$ cat src/rtl/temp_mon_pkg.sv
// rtl/temp_mon_pkg.sv - shared widths, thresholds and state type for the temperature monitor chain
package temp_mon_pkg;

  localparam int SUM_W  = 16;
  localparam int CNT_W  = 8;
  localparam int TEMP_W = 8;
  localparam int ITER_W = 5;

  localparam logic [TEMP_W-1:0] LOW_TH_DEF  = 8'd19;
  localparam logic [TEMP_W-1:0] HIGH_TH_DEF = 8'd26;

  localparam logic [ITER_W-1:0] LAST_ITER = 5'd15;

  typedef enum logic [0:0] {
    IDLE = 1'b0,
    CALC = 1'b1
  } state_e;

  typedef struct packed {
    logic [TEMP_W-1:0] avg;
    logic [TEMP_W-1:0] rem;
    logic              div_zero;
    logic              cold;
    logic              heat;
  } result_t;

  function automatic logic saturates(input logic [SUM_W-1:0] quot);
    return quot[SUM_W-1:TEMP_W] != '0;
  endfunction

  function automatic logic [TEMP_W-1:0] sat_quot(input logic [SUM_W-1:0] quot);
    return saturates(quot) ? {TEMP_W{1'b1}} : quot[TEMP_W-1:0];
  endfunction

endpackage

$ cat src/rtl/seq_divider_16x8.sv
// rtl/seq_divider_16x8.sv - 16-step restoring divider, 16-bit dividend by 8-bit divisor
module seq_divider_16x8
  import temp_mon_pkg::*;
(
  input  logic             clk_i,
  input  logic             rst_n_i,
  input  logic             start_i,
  input  logic [SUM_W-1:0] dividend_i,
  input  logic [CNT_W-1:0] divisor_i,
  output logic             busy_o,
  output logic             done_o,
  output logic [SUM_W-1:0] quot_o,
  output logic [CNT_W-1:0] rem_o
);

  state_e            state_q, state_d;
  logic [ITER_W-1:0] cnt_q, cnt_d;
  logic [SUM_W-1:0]  quot_q, quot_d;
  logic [CNT_W:0]    prem_q, prem_d;
  logic [CNT_W-1:0]  dvs_q, dvs_d;
  logic [CNT_W:0]    shifted;
  logic [CNT_W:0]    diff;
  logic              fits;

  always_comb begin
    shifted = {prem_q[CNT_W-1:0], quot_q[SUM_W-1]};
    diff    = shifted - {1'b0, dvs_q};
    fits    = shifted >= {1'b0, dvs_q};
  end

  always_comb begin
    state_d = state_q;
    cnt_d   = cnt_q;
    quot_d  = quot_q;
    prem_d  = prem_q;
    dvs_d   = dvs_q;
    case (state_q)
      IDLE: begin
        if (start_i) begin
          state_d = CALC;
          cnt_d   = '0;
          quot_d  = dividend_i;
          prem_d  = '0;
          dvs_d   = divisor_i;
        end
      end
      CALC: begin
        // quotient bits enter from the LSB as dividend bits leave the MSB
        quot_d = {quot_q[SUM_W-2:0], fits};
        prem_d = fits ? diff : shifted;
        cnt_d  = cnt_q + 1'b1;
        if (cnt_q == LAST_ITER) begin
          state_d = IDLE;
        end
      end
      default: state_d = IDLE;
    endcase
  end

  always_ff @(posedge clk_i) begin
    if (!rst_n_i) begin
      state_q <= IDLE;
      cnt_q   <= '0;
      quot_q  <= '0;
      prem_q  <= '0;
      dvs_q   <= '0;
    end else begin
      state_q <= state_d;
      cnt_q   <= cnt_d;
      quot_q  <= quot_d;
      prem_q  <= prem_d;
      dvs_q   <= dvs_d;
    end
  end

  // done_o flags the final step; quot_o/rem_o are that step's result so the
  // parent can register it on the same edge the divider returns to IDLE
  assign busy_o = (state_q == CALC);
  assign done_o = (state_q == CALC) && (cnt_q == LAST_ITER);
  assign quot_o = quot_d;
  assign rem_o  = prem_d[CNT_W-1:0];

endmodule

$ cat src/rtl/temp_average_seq.sv
// rtl/temp_average_seq.sv - averaging stage: sum / active count with saturation and cold/heat alerts
module temp_average_seq
  import temp_mon_pkg::*;
#(
  parameter logic [TEMP_W-1:0] LOW_TH  = LOW_TH_DEF,
  parameter logic [TEMP_W-1:0] HIGH_TH = HIGH_TH_DEF
) (
  input  logic              clk_i,
  input  logic              rst_n_i,
  input  logic [SUM_W-1:0]  temp_sum_i,
  input  logic [CNT_W-1:0]  nr_active_sensors_i,
  input  logic              start_i,
  output logic              busy_o,
  output logic              done_o,
  output logic [TEMP_W-1:0] avg_o,
  output logic [TEMP_W-1:0] rem_o,
  output logic              div_zero_o,
  output logic              cold_o,
  output logic              heat_o
);

  logic              div_busy;
  logic              div_done;
  logic              div_start;
  logic              zero_req;
  logic [SUM_W-1:0]  div_quot;
  logic [CNT_W-1:0]  div_rem;
  logic [TEMP_W-1:0] avg_sat;
  result_t           res_q, res_d;
  logic              done_q, done_d;

  assign zero_req  = start_i && !div_busy && (nr_active_sensors_i == '0);
  assign div_start = start_i && (nr_active_sensors_i != '0);

  seq_divider_16x8 u_div (
    .clk_i      (clk_i),
    .rst_n_i    (rst_n_i),
    .start_i    (div_start),
    .dividend_i (temp_sum_i),
    .divisor_i  (nr_active_sensors_i),
    .busy_o     (div_busy),
    .done_o     (div_done),
    .quot_o     (div_quot),
    .rem_o      (div_rem)
  );

  always_comb begin
    res_d   = res_q;
    done_d  = 1'b0;
    avg_sat = sat_quot(div_quot);
    if (zero_req) begin
      res_d          = '0;
      res_d.div_zero = 1'b1;
      done_d         = 1'b1;
    end else if (div_done) begin
      // alerts follow the clipped average, not the raw quotient
      res_d.avg      = avg_sat;
      res_d.rem      = saturates(div_quot) ? '0 : div_rem;
      res_d.div_zero = 1'b0;
      res_d.cold     = avg_sat < LOW_TH;
      res_d.heat     = avg_sat > HIGH_TH;
      done_d         = 1'b1;
    end
  end

  always_ff @(posedge clk_i) begin
    if (!rst_n_i) begin
      res_q  <= '0;
      done_q <= 1'b0;
    end else begin
      res_q  <= res_d;
      done_q <= done_d;
    end
  end

  assign busy_o     = div_busy;
  assign done_o     = done_q;
  assign avg_o      = res_q.avg;
  assign rem_o      = res_q.rem;
  assign div_zero_o = res_q.div_zero;
  assign cold_o     = res_q.cold;
  assign heat_o     = res_q.heat;

endmodule

$ cat config.mk
export PLATFORM = sky130hd
export DESIGN_NAME = temp_average_seq
export DESIGN_NICKNAME = d
export VERILOG_FILES = /design/src/rtl/temp_mon_pkg.sv /design/src/rtl/seq_divider_16x8.sv /design/src/rtl/temp_average_seq.sv
export SDC_FILE = /design/constraint.sdc
export NUM_CORES = 1
export LEC_CHECK = 0
export BUFFER_PORTS_ARGS = -buffer_cell sky130_fd_sc_hd__buf_2
export CELL_PAD_IN_SITES_DETAIL_PLACEMENT = 0
export CELL_PAD_IN_SITES_GLOBAL_PLACEMENT = 2
export CORE_ASPECT_RATIO = 1.1
export CORE_MARGIN = 1
export CORE_UTILIZATION = 36
export DETAILED_ROUTE_END_ITERATION = 6
export GPL_TIMING_DRIVEN = 0
export HOLD_SLACK_MARGIN = 0.12
export PLACE_DENSITY = 0.83
export SYNTH_ARGS = -nofsm -noshare
export SYNTH_HDL_FRONTEND = slang
export SYNTH_SLANG_ARGS = --single-unit
$ cat constraint.sdc
create_clock -name clk_i -period 8.2 [get_ports clk_i]
set_input_delay 1.64 -clock clk_i [delete_from_list [all_inputs] [get_ports clk_i]]
set_output_delay 1.64 -clock clk_i [all_outputs]
set_load 0.1 [all_outputs]
**Word-level counts from Yosys, hierarchy flattened**

Index checks and enable logic that the tools add are counted.

- $add $sub $neg: 2
- Div/mod/pow operators: 0
- Equal/unequal tests: 2
- Bitwise gates (word level): 2
- Muxes and demuxes: 16
- Shift-type cells: 0
- Order comparisons: 3
- Reduce and logical (&&, ||, !) cells: 11
- Multiply operators: 0

Operators with widths:

| kind | count |
|---|---|
| 8-bit 2-to-1 mux | 4 |
| 16-bit one-hot mux with 2 select lines | 1 |
| 16-bit 2-to-1 mux | 1 |
| 8-bit one-hot mux with 2 select lines | 1 |
| 8-bit nonzero test | 2 |
| 5-bit one-hot mux with 2 select lines | 1 |
| 9-bit by 8-bit >= comparator with 1-bit output | 1 |
| 8-bit by 5-bit greater-than comparator with 1-bit output, second input constant | 1 |
| 8-bit zero test | 1 |
| 8-bit by 5-bit < comparator with 1-bit output, second input constant | 1 |
| 8-bit subtractor | 1 |
| 3-bit 2-to-1 mux | 2 |
| 5-bit by 1-bit adder with 5-bit output, second input constant | 1 |
| 5-bit by 4-bit == test with 1-bit output, second input constant | 1 |
| 5-bit 2-to-1 mux | 1 |
| 1-bit logical AND | 4 |
| 1-bit 2-to-1 mux | 4 |
| 2-bit != test, second input constant | 1 |
| 1-bit NOT | 2 |
| 1-bit one-hot mux with 2 select lines | 1 |
| 2-bit AND reduction | 1 |
| 2-bit nonzero test | 1 |
| 2-bit OR reduction | 1 |
| 1-bit zero test | 1 |

- Memories kept: 0
- Latch bits: 0
- Output and inout port bits: 21
- Register bits after elaboration: 58
- ROM bits: 0
- RAM bits: 0
- Input port bits: 27
- Logic and storage cells: 47

**Longest topological paths before layout**

- Depth after elaboration: 9
- Mapped depth: 11

**Cells and area by module**

A second synthesis with hierarchy kept.

- Cell total of the unflattened synthesis: 370
- Area, all modules: 3174.3 um^2

By module, submodules not included:

| module | cells each | sequential area each (um^2) | area an instance (um^2) | instances |
|---|---|---|---|---|
| seq_divider_16x8 | 290 | 760.7 | 2361.0 | 1 |
| temp_average_seq | 80 | 400.4 | 813.3 | 1 |

**Worst setup path after synthesis**

Ideal clock, no wire load.

- Path type: input -> register
- From: in nr_active_sensors_i[3]
- To: reg res_q, in the netlist rem_o[3]
- Buffers on the path: 0
- Path slack: 4.470 ns
- Setup time: 0.072 ns
- Arrival time: 3.658 ns
- Required time: 8.128 ns
- Stages on the path: 7
- Path through: or4_4 -> o21ai_4 -> mux2_2 -> mux2i_1 -> nand3b_4 -> or3b_1 -> a21oi_1

- Word-level cells in the longest chain between the ends: 6
- Elaborated cells between the ends (all ways): 11
- Classes of those cells: mux (5); reduce/logical (6)

RTL lines:

| what | RTL line | source |
|---|---|---|
| start, declared | temp_average_seq.sv:11 | `input logic [CNT_W-1:0] nr_active_sensors_i,` |
| 8-bit nonzero test | temp_average_seq.sv:33 | `assign div_start = start_i && (nr_active_sensors_i != '0);` |
| 1-bit logical AND | temp_average_seq.sv:33 |  |
| 16-bit 2-to-1 mux | seq_divider_16x8.sv:39 | `if (start_i) begin` |
| 16-bit one-hot mux with 2 select lines | seq_divider_16x8.sv:37 | `case (state_q)` |
| 8-bit nonzero test | temp_mon_pkg.sv:28 | `return quot[SUM_W-1:TEMP_W] != '0;` |
| 8-bit 2-to-1 mux | temp_average_seq.sv:58 | `res_d.rem = saturates(div_quot) ? '0 : div_rem;` |
| end signal, assigned | temp_average_seq.sv:71 | `res_q <= res_d;` |
| end, declared | temp_average_seq.sv:29 | `result_t res_q, res_d;` |

Parallel ways exist; a longest one is shown, timed or not.
A chain may end at the register's enable or synchronous reset.

**Worst setup path in the final report**

Ends and elaborated chain as after synthesis.

==> summary.txt <==
Routing
  – Routed via count: 2751
  – Initial DRT Pass Iterations: 4
  – Routed wire length: 7940 µm
  – Number of antenna-violating nets in the routed design: 0
  – Routed len/inst: 14.8 µm
  – Avg Vias per Cell: 5.11
  – Drc violations: 0
  – Detailed Route Iter0 Violations: 73

Logic synthesis
  – Mapped Avg Cell Area: 8.48 µm²
  – Post-Synthesis Cell Area: 0.00310 mm²
  – Total of warnings raised by yosys: 0
  – Portion of synthesized cell area occupied by the leading cell type: 0.375
  – Predominant post-synthesis flop cell: dfxtp_1
  – Number of enable-type register cells in the synthesized netlist: 0
  – Share of async-settable or async-resettable flops after synthesis: 0
  – Combinational family with the most area after synthesis: simple AND/OR/NAND/NOR gates
  – Area fraction in and, or, nand and nor cells after synthesis: 0.251
  – Mux contribution to synthesized area: 0.103
  – Cell count after synthesis: 365
  – Distinct cell type count after synthesis: 54
  – Library cell with the largest summed area after synthesis: dfxtp_1
  – Share of the synthesized area in compound gates (AO/OA/AOI/OAI): 0.173
  – Synthesis-stage register bit count: 58
  – Xor/xnor cell area share of the yosys netlist: 0.00849
  – Synthesized Nets: 403
  – Sequential share of the synthesized area: 0.375
  – Adder-Cell Fraction of Synth Area: 0.0469
  – Ranking of synthesized cells by area: dfxtp_1, mux2i_1, o21ai_0, nand2_1, nor2b_1

Clocking
  – Clock tree from TritonCTS: built
  – Count of hold-fix buffers inserted at cts: 0
  – Post-cts sizing count: 0
  – Buffers inserted by post-CTS timing repair: 0
  – H-tree depth: 3
  – CTS Buf Count: 9
  – Clock insertion delay at the later pin of the skew report: 340 ps
  – Clock transition at the register clock pins on the worst setup and hold paths after CTS: 60 ps
  – Number of sinks driven by the clock tree: 58
  – Root Buffer Master: clkbuf_8
  – Longest Clk Path Bufs: 2

STA
  – Worst-margin pin slew: 714 ps
  – RSZ-0062 raised after global routing: no
  – Setup tns final: 0 ps
  – Maximum clock frequency: 265 MHz
  – Setup violations, final: 0
  – Max Slew Vio Count: 0
  – Final worst path period share: 0.461
  – Count of endpoints failing hold in the final timing report: 0
  – Skew final: 11.3 ps
  – Post-layout minimum cycle time: 3780 ps
  – Slew HR: 0.519

Floorplanning
  – Cell Rows: 35
  – Die Outline Area: 0.00897 mm²
  – Die span in y: 99.3 µm
  – I/O pins: 48
  – Placeable core region: 0.00836 mm²
  – Horizontal die dimension: 90.4 µm
  – Initial standard-cell utilization of the core: 0.370

GRT
  – Initial antenna violation count: 0
  – Total global routing track utilization: 0.193
  – Pin count of the biggest net entering global routing: 11
  – Global-route wire length before repair: 13600 µm
  – Total congestion overflow: 0
  – Vias in the first global route: 2748

Critical path
  – Number of buffers and inverters on the critical path: 1
  – Crit path largest cell delay: 580 ps
  – Critical path capture point: rem_o[3]
  – Worst setup path start: nr_active_sensors_i[3]
  – Category of the critical setup timing path: input port to flip-flop
  – Req. time, crit path: 8460 ps
  – Startpoint types: input port
  – Worst R2R Path Depth: 9
  – Category of the worst setup path capture point: flip-flop
  – Reg-to-reg critical path endpoint: cold_o
  – Launch point of the worst reg-to-reg path: u_div.dvs_q[7]
  – Slowest library cell on the worst path: or4_4
  – Data arrival at the endpoint of the critical path: 4040 ps
  – CP delay by family, top: simple AND/OR/NAND/NOR gates
  – Instance count on the critical path: 8
  – R2r setup slk: 5500 ps
  – Maximum fanout along the worst path: 9
  – Cell Chain, Critical Path: buf_2 -> or4_4 -> o21ai_4 -> mux2_2 -> mux2i_1 -> nand3b_4 -> or3b_1 -> a21oi_1

Status
  – Run status: finished clean

Job
  – Number of max-capacitance violations reported: 0

Placement
  – Post-DP HPWL: 6060 µm
  – Port buffer count: 47
  – Gp weighted congestion: 0.763

Power
  – P per Cell Area: 234 mW/mm²
  – Maximum vdd drop: 0.0975 mV
  – Tot Pwr: 0.856 mW
  – Total leakage power: 1.53 nW

Final layout
  – Final net count: 461
  – Fraction of final layout cells sized beyond drive strength 1: 0.194
  – Antenna Diode Count: 0
  – Area growth, synth to finish: 18.1%
  – Most frequent cells in the layout: dfxtp_1, buf_2, nand2_1, o21ai_0, a21oi_1
  – Commonest non-fill, non-tap cell in the layout: dfxtp_1

Worst hold path
  – Classification of the worst-slack hold path: flip-flop to flip-flop
[synth_stat cells (3+ instances only)]
| cell type | instances |
|---|---|
| a21oi_1 | 26 |
| and2_1 | 17 |
| and3_1 | 3 |
| buf_2 | 3 |
| clkbuf_1 | 16 |
| dfxtp_1 | 58 |
| ha_1 | 10 |
| inv_1 | 11 |
| mux2_2 | 7 |
| mux2i_1 | 24 |
| nand2_1 | 40 |
| nand2b_1 | 4 |
| nand3_1 | 4 |
| nand4_1 | 3 |
| nor2_1 | 22 |
| nor2b_1 | 23 |
| nor3_1 | 7 |
| nor4_1 | 4 |
| o211ai_1 | 3 |
| o21ai_0 | 32 |
| or2_2 | 3 |
| or3b_1 | 5 |
| xnor2_1 | 3 |
[tightest hold or removal path, stage by stage (launching register included)]
cell and delay (ps):
dfxtp_1 310, nand2_1 50, a21oi_1 50
[stage by stage]
stage	hold slack (ps)	setup WS, ps	instances	util	cell area, µm²
5_1_grt	484	4260	538	0.437	3650
2_1_floorplan	458	4470	365	-	3100
4_1_cts	455	4440	538	0.437	3650
6_report	450	4420	538	0.437	3650
3_3_place_gp	445	4100	523	0.415	3470
3_5_place_dp	445	4090	523	0.415	3470
[flip-flops by register name, indices dropped and copies added, names as in the netlist]
| name | flops |
|---|---|
| rem_o | 8 |
| done_o | 1 |
| u_div.busy_o | 1 |
| div_zero_o | 1 |
| u_div.prem_q | 8 |
| u_div.quot_q | 16 |
| cold_o | 1 |
| u_div.dvs_q | 8 |
| u_div.cnt_q | 5 |
| heat_o | 1 |
| avg_o | 8 |
[per-layer routing]
| metal | global-route usage | vias up | routed length [µm] |
|---|---|---|---|
| met3 | 0.0344 | 15 | 284 |
| met4 | 0.0769 | 0 | 165 |
| met5 | 0 | - | 0 |
| li1 | - | 1398 | - |
| met2 | 0.332 | 50 | 3810 |
| met1 | 0.239 | 1288 | 3680 |
[how the worst min path moves through the flow]
stage | startpoint | end | depth (start not counted)
floorplan | u_div.prem_q[2] | u_div.prem_q[2] | 2
global placement | rem_o[6] | rem_o[6] | 2
detailed placement | rem_o[1] | rem_o[1] | 2
CTS | rem_o[1] | rem_o[1] | 2
global route | rem_o[5] | rem_o[5] | 2
finish | rem_o[1] | rem_o[1] | 2
[area by class of cell]
type,instances,area [µm²]
well taps,111,139
clock inverters,3,40.0
fillers,894,4710
inverters,11,41.3
repair buffers,47,235
clock buffers,12,145
plain buffers,22,90.1
multi-input cells,274,1800
flip-flops and latches,58,1160
[power by group]
group	internal, mW	switching (mW)	leakage [nW]	total, mW
registers	0.300	0.0157	0.472	0.316
logic	0.125	0.156	0.964	0.281
clock network	0.146	0.113	0.0962	0.259
total	0.572	0.285	1.53	0.856
[cell families after synthesis]
group / count (synthesis)
simple gates: 143
compound gates: 86
flops: 58
buf+inv: 33
mux: 31
fa+ha+maj: 11
xor+xnor: 3
Note: power is estimated with default switching activity, not from simulation.
